--- src/rtl/button_conditioner.sv ---
// Push-button front end: 2-flop synchroniser, debounce FSM, and auto-repeat.
// Emits clean one-cycle press, release and step pulses plus a debounced level.
module button_conditioner #(
    parameter int CNT_W           = 25,
    parameter int DEBOUNCE_CYCLES = 2000000,
    parameter int REPEAT_EN       = 1,
    parameter int REPEAT_DELAY    = 25000000,
    parameter int REPEAT_RATE     = 5000000
) (
    input  logic       clk,
    input  logic       reset,
    input  logic       button_n,
    output logic       pressed,
    output logic       press_pulse,
    output logic       release_pulse,
    output logic       step_pulse,
    output logic [1:0] dbg_state_o
);

    localparam longint CNT_MAX = (longint'(1) << CNT_W) - 1;

    if (DEBOUNCE_CYCLES < 2 || longint'(DEBOUNCE_CYCLES) > CNT_MAX ||
        REPEAT_DELAY < 2 || longint'(REPEAT_DELAY) > CNT_MAX ||
        REPEAT_RATE < 2 || longint'(REPEAT_RATE) > CNT_MAX ||
        REPEAT_EN < 0 || REPEAT_EN > 1) begin : g_param_err
        $error("button_conditioner: count parameter out of range for CNT_W");
    end

    localparam logic [CNT_W-1:0] DEB_LAST   = CNT_W'(DEBOUNCE_CYCLES - 1);
    localparam logic [CNT_W-1:0] DELAY_LAST = CNT_W'(REPEAT_DELAY - 1);
    localparam logic [CNT_W-1:0] RATE_LAST  = CNT_W'(REPEAT_RATE - 1);

    typedef enum logic [1:0] {
        S_RELEASED     = 2'd0,
        S_PRESS_WAIT   = 2'd1,
        S_HELD         = 2'd2,
        S_RELEASE_WAIT = 2'd3
    } state_t;

    state_t           state_q;
    logic             sync1_q;
    logic             sync_n_q;
    logic [CNT_W-1:0] deb_cnt_q;
    logic [CNT_W-1:0] rpt_cnt_q;
    logic             rpt_first_q;
    logic             pressed_q;
    logic             press_q;
    logic             release_q;
    logic             step_q;

    always_ff @(posedge clk or negedge reset) begin
        if (!reset) begin
            sync1_q     <= 1'b1;
            sync_n_q    <= 1'b1;
            state_q     <= S_RELEASED;
            deb_cnt_q   <= '0;
            rpt_cnt_q   <= '0;
            rpt_first_q <= 1'b1;
            pressed_q   <= 1'b0;
            press_q     <= 1'b0;
            release_q   <= 1'b0;
            step_q      <= 1'b0;
        end else begin
            sync1_q   <= button_n;
            sync_n_q  <= sync1_q;
            press_q   <= 1'b0;
            release_q <= 1'b0;
            step_q    <= 1'b0;
            case (state_q)
                S_RELEASED: begin
                    if (!sync_n_q) begin
                        state_q   <= S_PRESS_WAIT;
                        deb_cnt_q <= CNT_W'(1);
                    end
                end
                S_PRESS_WAIT: begin
                    if (sync_n_q) begin
                        state_q   <= S_RELEASED;
                        deb_cnt_q <= '0;
                    end else if (deb_cnt_q == DEB_LAST) begin
                        state_q     <= S_HELD;
                        deb_cnt_q   <= '0;
                        rpt_cnt_q   <= '0;
                        rpt_first_q <= 1'b1;
                        pressed_q   <= 1'b1;
                        press_q     <= 1'b1;
                        step_q      <= 1'b1;
                    end else begin
                        deb_cnt_q <= deb_cnt_q + CNT_W'(1);
                    end
                end
                S_HELD: begin
                    if (sync_n_q) begin
                        state_q   <= S_RELEASE_WAIT;
                        deb_cnt_q <= CNT_W'(1);
                        rpt_cnt_q <= '0;
                    end else if (REPEAT_EN != 0) begin
                        // First repeat waits the long delay, later ones the short rate.
                        if (rpt_cnt_q == (rpt_first_q ? DELAY_LAST : RATE_LAST)) begin
                            rpt_cnt_q   <= '0;
                            rpt_first_q <= 1'b0;
                            step_q      <= 1'b1;
                        end else begin
                            rpt_cnt_q <= rpt_cnt_q + CNT_W'(1);
                        end
                    end
                end
                S_RELEASE_WAIT: begin
                    if (!sync_n_q) begin
                        state_q     <= S_HELD;
                        deb_cnt_q   <= '0;
                        rpt_cnt_q   <= '0;
                        rpt_first_q <= 1'b1;
                    end else if (deb_cnt_q == DEB_LAST) begin
                        state_q   <= S_RELEASED;
                        deb_cnt_q <= '0;
                        pressed_q <= 1'b0;
                        release_q <= 1'b1;
                    end else begin
                        deb_cnt_q <= deb_cnt_q + CNT_W'(1);
                    end
                end
                default: begin
                    state_q   <= S_RELEASED;
                    deb_cnt_q <= '0;
                    rpt_cnt_q <= '0;
                    pressed_q <= 1'b0;
                end
            endcase
        end
    end

    assign pressed       = pressed_q;
    assign press_pulse   = press_q;
    assign release_pulse = release_q;
    assign step_pulse    = step_q;
    assign dbg_state_o   = state_q;

endmodule
--- config.mk ---
export PLATFORM = sky130hd
export DESIGN_NAME = button_conditioner
export DESIGN_NICKNAME = d
export VERILOG_FILES = /design/src/rtl/button_conditioner.sv
export SDC_FILE = /design/constraint.sdc
export NUM_CORES = 1
export LEC_CHECK = 0
export CORE_UTILIZATION = 55
export DETAILED_ROUTE_END_ITERATION = 10
export PLACE_DENSITY = 0.83
export REMOVE_ABC_BUFFERS = 1
export SYNTH_ARGS = -nofsm -noshare
export SYNTH_HDL_FRONTEND = slang
export SYNTH_SLANG_ARGS = --single-unit
--- constraint.sdc ---
create_clock -name clk -period 2.86 [get_ports clk]
set_input_delay 0.286 -clock clk [delete_from_list [all_inputs] [get_ports clk]]
set_output_delay 0.286 -clock clk [all_outputs]
set_load 0.01 [all_outputs]
=== Word-level counts from Yosys, hierarchy flattened ===
Index checks and enable logic that the tools add are counted.

* Divide/modulo/power cells: 0
* Muxes and demuxes: 37
* Bitwise gates (word level): 0
* Equality and inequality tests: 16
* Shift-type cells: 0
* Multiply operators: 0
* Order comparisons: 0
* Reduce and logical (&&, ||, !) cells: 8
* Add/sub/neg operators: 2

{| class="wikitable"
|+ Operator list
! kind !! number
|-
| 25-bit 2-to-1 mux || 11
|-
| 25-bit case mux with 4 select lines || 1
|-
| 25-bit case mux with 3 select lines || 1
|-
| 25-bit by 1-bit adder with 25-bit output, second input constant || 2
|-
| 25-bit by 21-bit == test with 1-bit output, second input constant || 1
|-
| 25-bit == test || 1
|-
| 2-bit != test, second input constant || 9
|-
| 1-bit 2-to-1 mux || 14
|-
| 2-bit 2-to-1 mux || 6
|-
| 2-bit case mux with 4 select lines || 1
|-
| 4-bit AND reduction || 2
|-
| 3-bit != test, second input constant || 2
|-
| 6-bit AND reduction || 1
|-
| 5-bit AND reduction || 1
|-
| 2-bit == test, second input constant || 2
|-
| 1-bit case mux with 2 select lines || 2
|-
| 1-bit case mux with 3 select lines || 1
|-
| 3-bit nonzero test || 1
|-
| 2-bit by 1-bit == test with 1-bit output, second input constant || 1
|-
| 2-bit logical NOT || 1
|-
| 2-bit AND reduction || 1
|-
| 2-bit nonzero test || 1
|}

* Bits in read-only memories: 0
* Bits in latches: 0
* Memories kept: 0
* Input bits: 3
* Output and inout bits: 6
* Word-level logic and storage cells: 73
* Memory bits (writable): 0
* Register bits after elaboration: 59

=== Longest topological paths before layout ===
Gate-level depths: netlist of the first run.

* Depth in word-level cells: 5
* Mapped depth: 8
* Gate-level depth less buffers: 7

=== Worst setup path before layout of the first run ===
OpenSTA, ideal clock, no wires.

* Path kind: reg-to-reg
* Start: register rpt_cnt_q[6]
* End: register rpt_cnt_q[5]
* Path buffers: 1
* Period minus slack after synthesis: 2,312 ps
* Arrival: 2,191 ps
* Library setup time: 121 ps
* Slack: 548 ps
* Required time: 2,739 ps
* Cell stages (with the launch flop): 7
* Cell sequence: dfrtp_1 or4b_1 or4_4 a211oi_4 nor3_4 buf_6 a22o_1

* Word-level cells in the longest chain between the ends: 4

{| class="wikitable"
|+ Ends and longest elaborated chain
! what !! line !! source
|-
| start: declaration || 44 || <nowiki>logic [CNT_W-1:0] rpt_cnt_q;</nowiki>
|-
| start signal: assignment || 104 || <nowiki>rpt_cnt_q <= rpt_cnt_q + CNT_W'(1);</nowiki>
|-
| 25-bit == test || 99 || <nowiki>if (rpt_cnt_q == (rpt_first_q ? DELAY_LAST : RATE_LAST)) begin</nowiki>
|-
| 25-bit 2-to-1 mux || 99 ||
|-
| 25-bit 2-to-1 mux || 93 || <nowiki>if (sync_n_q) begin</nowiki>
|-
| 25-bit case mux with 3 select lines || 69 || <nowiki>case (state_q)</nowiki>
|}

Every way passes these cells.
A chain may end at the register's enable or synchronous reset.

=== Worst setup path in the final report of the first run ===
* Start: register rpt_cnt_q[7]
* End: register rpt_cnt_q[7]

* Word-level cells in the longest chain between the ends: 4
* Elaborated cells on any way between the ends: 5
* Those cells by class: 1 x add/sub; 1 x eq/ne; 3 x mux

{| class="wikitable"
|+ Ends and longest elaborated chain
! what !! line
|-
| 25-bit by 1-bit adder with 25-bit output or 25-bit == test (tied branches) || 104, 99
|-
| 25-bit 2-to-1 mux * || 99
|-
| 25-bit 2-to-1 mux * || 93
|-
| 25-bit case mux with 3 select lines * || 69
|}

Every way passes the cells marked *; elsewhere a longest branch is shown, timed or not.

==> key figures, run 1 <==
Outcome
  • Outcome: finished clean

Worst setup path
  • WP buf/inv: 0
  • Required time of the critical path: 3050 ps
  • Critical path type: flip-flop to flip-flop
  • Startpoint types: flip-flop
  • CP cell instances: or4b_1 > or4_4 > a211o_2 > nand3_1 > o31ai_1
  • Critical Path Source: rpt_cnt_q[7]
  • CP max-delay cell: or4b_1
  • R2r startpoint: rpt_cnt_q[7]
  • Crit path DAT: 2760 ps
  • Worst-path fanout max: 14
  • Worst stage delay on the critical path: 520 ps
  • Endpoint type of the worst setup path: flip-flop
  • Crit-path leading delay family: simple AND/OR/NAND/NOR gates

Logic synthesis
  • Cell count after synthesis: 397
  • Mean Syn Cell Area: 8.88 um2
  • Async SR Flop Fraction: 100%
  • Post-synthesis register bit count: 59
  • Synth cell types: 59
  • Post-synth top area share: 39.8%
  • Top post-synthesis cells by area: dfrtp_1 (40%), nand2_1 (5.0%), nand3_1 (3.4%)
  • Syn Std Cell Area: 3520 um2
  • Number of synthesized flops with an enable pin: 0
  • Synth Warn #: 0
  • Register area share after synthesis: 42.0%
  • Synth Flop Type: dfrtp_1
  • Yosys top cell by area: dfrtp_1

Die
  • Row count: 28
  • I/O pins: 9
  • Core Region: 6060 um2
  • DIE WIDTH: 82.1 um
  • Die area: 6730 um2
  • Initial core utilization: 58.2%
  • Chip height: 82.1 um

Power and ir drop
  • Reg power frac: 37.1%
  • Cell Pwr Density: 637 nW/um2
  • Logic pwr share: 35.6%
  • Power, Total: 2.49 mW
  • Switching portion of total power: 37.7%
  • Cell internal pwr: 1.55 mW
  • Leakage: 1.60 nW
  • Psw: 0.939 mW
  • Max VDD drop: 0.634 mV
  • Clk pwr share: 27.2%

Global routing
  • Largest net degree at the start of global routing: 46
  • Global-route track usage on met3: 5.22%
  • Met2 Usage GRT: 43.4%
  • Initial antenna violation count: 0
  • Grt ovf: 0
  • GR peak layer: met2
  • Global-route wire length before repair: 14.4 mm
  • Vias in the first global route: 3041
  • Global Route Usage Sum: 28.0%
  • Global-route met1 utilization: 38.6%

CTS
  • CTS Buf Count: 9
  • Root buffer cell: clkbuf_8
  • Post-CTS Setup Inserts: 0
  • Hold Buf Count CTS: 0
  • Clock sink total: 59
  • Longest Clk Path Bufs: 2
  • CTS H-tree lvls: 3
  • CTS resizes: 0
  • Clock latency on the worst-skew pair: 330 ps
  • TritonCTS clock tree: built
  • CTS clk-pin slew, worst paths: 70 ps

STA
  • Final Cycle Share: 90.0%
  • Actual slew at the worst max-slew pin: 980 ps
  • Final min period: 2570 ps
  • Final hold viol count: 0
  • Setup violations, final: 0
  • Max Freq: 388 MHz
  • RSZ-0062 raised after global routing: no
  • Max-slew violations: 0
  • Final TNS setup: 0 ps
  • Layout Skew: 10.7 ps
  • Headroom to the max-slew limit: 34.7%

Final layout
  • Final nets: 426
  • N_diodes: 0
  • Area growth syn-to-layout: 10.9%
  • Share of cells above drive strength 1: 10.2%
  • Filler cells: 496

Place
  • Port Buf Inserts: 8
  • GPL Wtd Cong: 0.868
  • Detailed placer's ending HPWL: 5.82 mm

Drt
  • WL per Instance: 17.0 um
  • Routed via count: 3313
  • DRC: 0
  • DRT iter0 DRCs: 333
  • Routed Antenna Nets: 0
  • Initial DRT Pass Iterations: 6
  • Final Routed Wirelength: 8.43 mm
  • Via density: 6.68

Worst hold path
  • Tightest Hold Check Type: input pin to asynchronous set/reset pin

Run
  • Max Cap Viol: 0
[cells in the final DEF (no fill, tap or decap), types with 3 or more instances in the layout]
cell type,netlist,final
nand2b_1,4,4
o211ai_1,3,3
a21o_1,3,3
dfstp_2,3,3
clkinv_2,0,3
inv_1,21,21
a31oi_1,11,11
o22ai_1,4,4
o2bb2ai_1,7,7
xor2_1,4,4
nor3_1,12,12
o31ai_1,11,11
clkdlybuf4s50_1,0,7
o21ai_0,14,14
nand3_1,24,24
xnor2_1,3,3
dfrtp_1,56,56
a21oi_1,8,8
a22oi_1,4,4
or4_1,8,8
clkbuf_8,0,11
and2_1,5,5
and3_1,8,8
ha_1,7,7
nor4_1,11,11
nor2b_1,7,7
buf_4,0,14
nor2_1,26,26
a22o_1,7,7
o21ai_1,8,8
nand4_1,14,14
a2bb2oi_1,5,5
nand2_1,47,47
and4_1,4,4
[per-stage QoR]
stage,hold WS (ps),cell area (um2),util [%],instances,setup WS (ps)
final,116,3910,64.5,496,286
after global routing,215,3910,64.5,496,33.3
after CTS,148,3910,64.5,496,302
after detailed placement,351,3730,61.6,480,305
after global placement,346,3730,61.6,480,344
after floorplan,-9.59,3460,-,383,481
[Yosys cell counts, types with 2 or more instances]
| library cell | instances |
|---|---|
| a21oi_1 | 8 |
| nand3_1 | 24 |
| o2bb2ai_1 | 7 |
| o21ai_0 | 14 |
| nor2_1 | 26 |
| mux2_2 | 2 |
| buf_2 | 3 |
| o21ai_1 | 8 |
| dfrtp_1 | 56 |
| or4_1 | 8 |
| o22ai_1 | 4 |
| dfstp_2 | 3 |
| o32ai_1 | 2 |
| o31ai_1 | 11 |
| o211ai_1 | 3 |
| a31oi_1 | 11 |
| nor4_1 | 11 |
| nand2_1 | 47 |
| nand4_1 | 14 |
| a22oi_1 | 4 |
| mux2i_1 | 2 |
| nor3_1 | 12 |
| a22o_1 | 7 |
| nand4b_1 | 2 |
| and4_1 | 4 |
| xnor2_1 | 3 |
| a211oi_1 | 2 |
| or3_1 | 2 |
| nand2b_1 | 4 |
| a2bb2oi_1 | 5 |
| ha_1 | 7 |
| inv_1 | 21 |
| and2_1 | 5 |
| and3_1 | 8 |
| a21o_1 | 3 |
| xor2_1 | 4 |
| nor2b_1 | 7 |
| a31o_1 | 2 |
| nor4b_1 | 2 |
| or3b_2 | 2 |
| clkbuf_1 | 9 |
[logic make-up (layout without fill, tap and decap cells)]
kind of cell	after synthesis	after routing	synth area share, %
simple gates	185	185	28.3
flops	59	59	42.0
xor+xnor	7	7	1.74
compound gates	100	100	20.2
buf+inv	35	59	4.05
mux	4	4	1.21
fa+ha+maj	7	7	2.48
[state kept, by name, indices dropped and copies added (netlist names), named ones only]
signal / cells
press_pulse: 1
release_pulse: 1
rpt_cnt_q: 25
step_pulse: 1
pressed: 1
dbg_state_o: 1
sync_n_q: 1
deb_cnt_q: 25
sync1_q: 1
rpt_first_q: 1
[worst register-to-register path: cells and delay by family (launching register included)]
| family | cells | cell delay (ps) |
|---|---|---|
| compound gates | 2 | 620 |
| flops | 1 | 430 |
| simple gates | 3 | 1390 |
[worst paths after layout]
path	end	slack, ps	cells after the start
max	rpt_cnt_q[7]	290	5
min	deb_cnt_q[8]	120	1
max reg2reg	rpt_cnt_q[7]	290	5
min reg2reg	sync_n_q	360	0
max in group asynchronous	rpt_cnt_q[2]	2040	2
min in group clk	sync_n_q	360	0
[area by class of cell]
type | instances | area (um2) | area share [%]
multi-input cells | 303 | 1900 | 48.7
flip-flops and latches | 59 | 1480 | 37.9
repair buffers | 22 | 180 | 4.61
clock buffers | 13 | 159 | 4.07
well taps | 75 | 93.8 | 2.40
inverters | 21 | 78.8 | 2.02
clock inverters | 3 | 15.0 | 0.384
[per-layer routing]
metal  wire, um  vias up
li1           -     1532
met1       3820     1608
met2       3880      151
met3        557       22
met4        170        0
met5          0        -
[power by group through the flow]
stage	sequential (mW)	clock, mW	combinational (mW)
after floorplan	0.933	0	0.550
after global placement	0.935	0	0.846
after detailed placement	0.939	0	0.859
after CTS	0.924	0.683	0.871
after global routing	0.932	0.715	0.976
final	0.924	0.678	0.887
(Power assumes the default switching activity.)
==> run 2: changes to the inputs <==
--- a/config.mk
+++ b/config.mk
@@ -7,8 +7,10 @@
 export LEC_CHECK = 0
 export CORE_UTILIZATION = 55
 export DETAILED_ROUTE_END_ITERATION = 10
+export GPL_ROUTABILITY_DRIVEN = 0
 export PLACE_DENSITY = 0.83
 export REMOVE_ABC_BUFFERS = 1
 export SYNTH_ARGS = -nofsm -noshare
 export SYNTH_HDL_FRONTEND = slang
 export SYNTH_SLANG_ARGS = --single-unit
+export TNS_END_PERCENT = 5
==> results of run 2 <==
Final layout, timing and power as in run 1 (identical DEF).
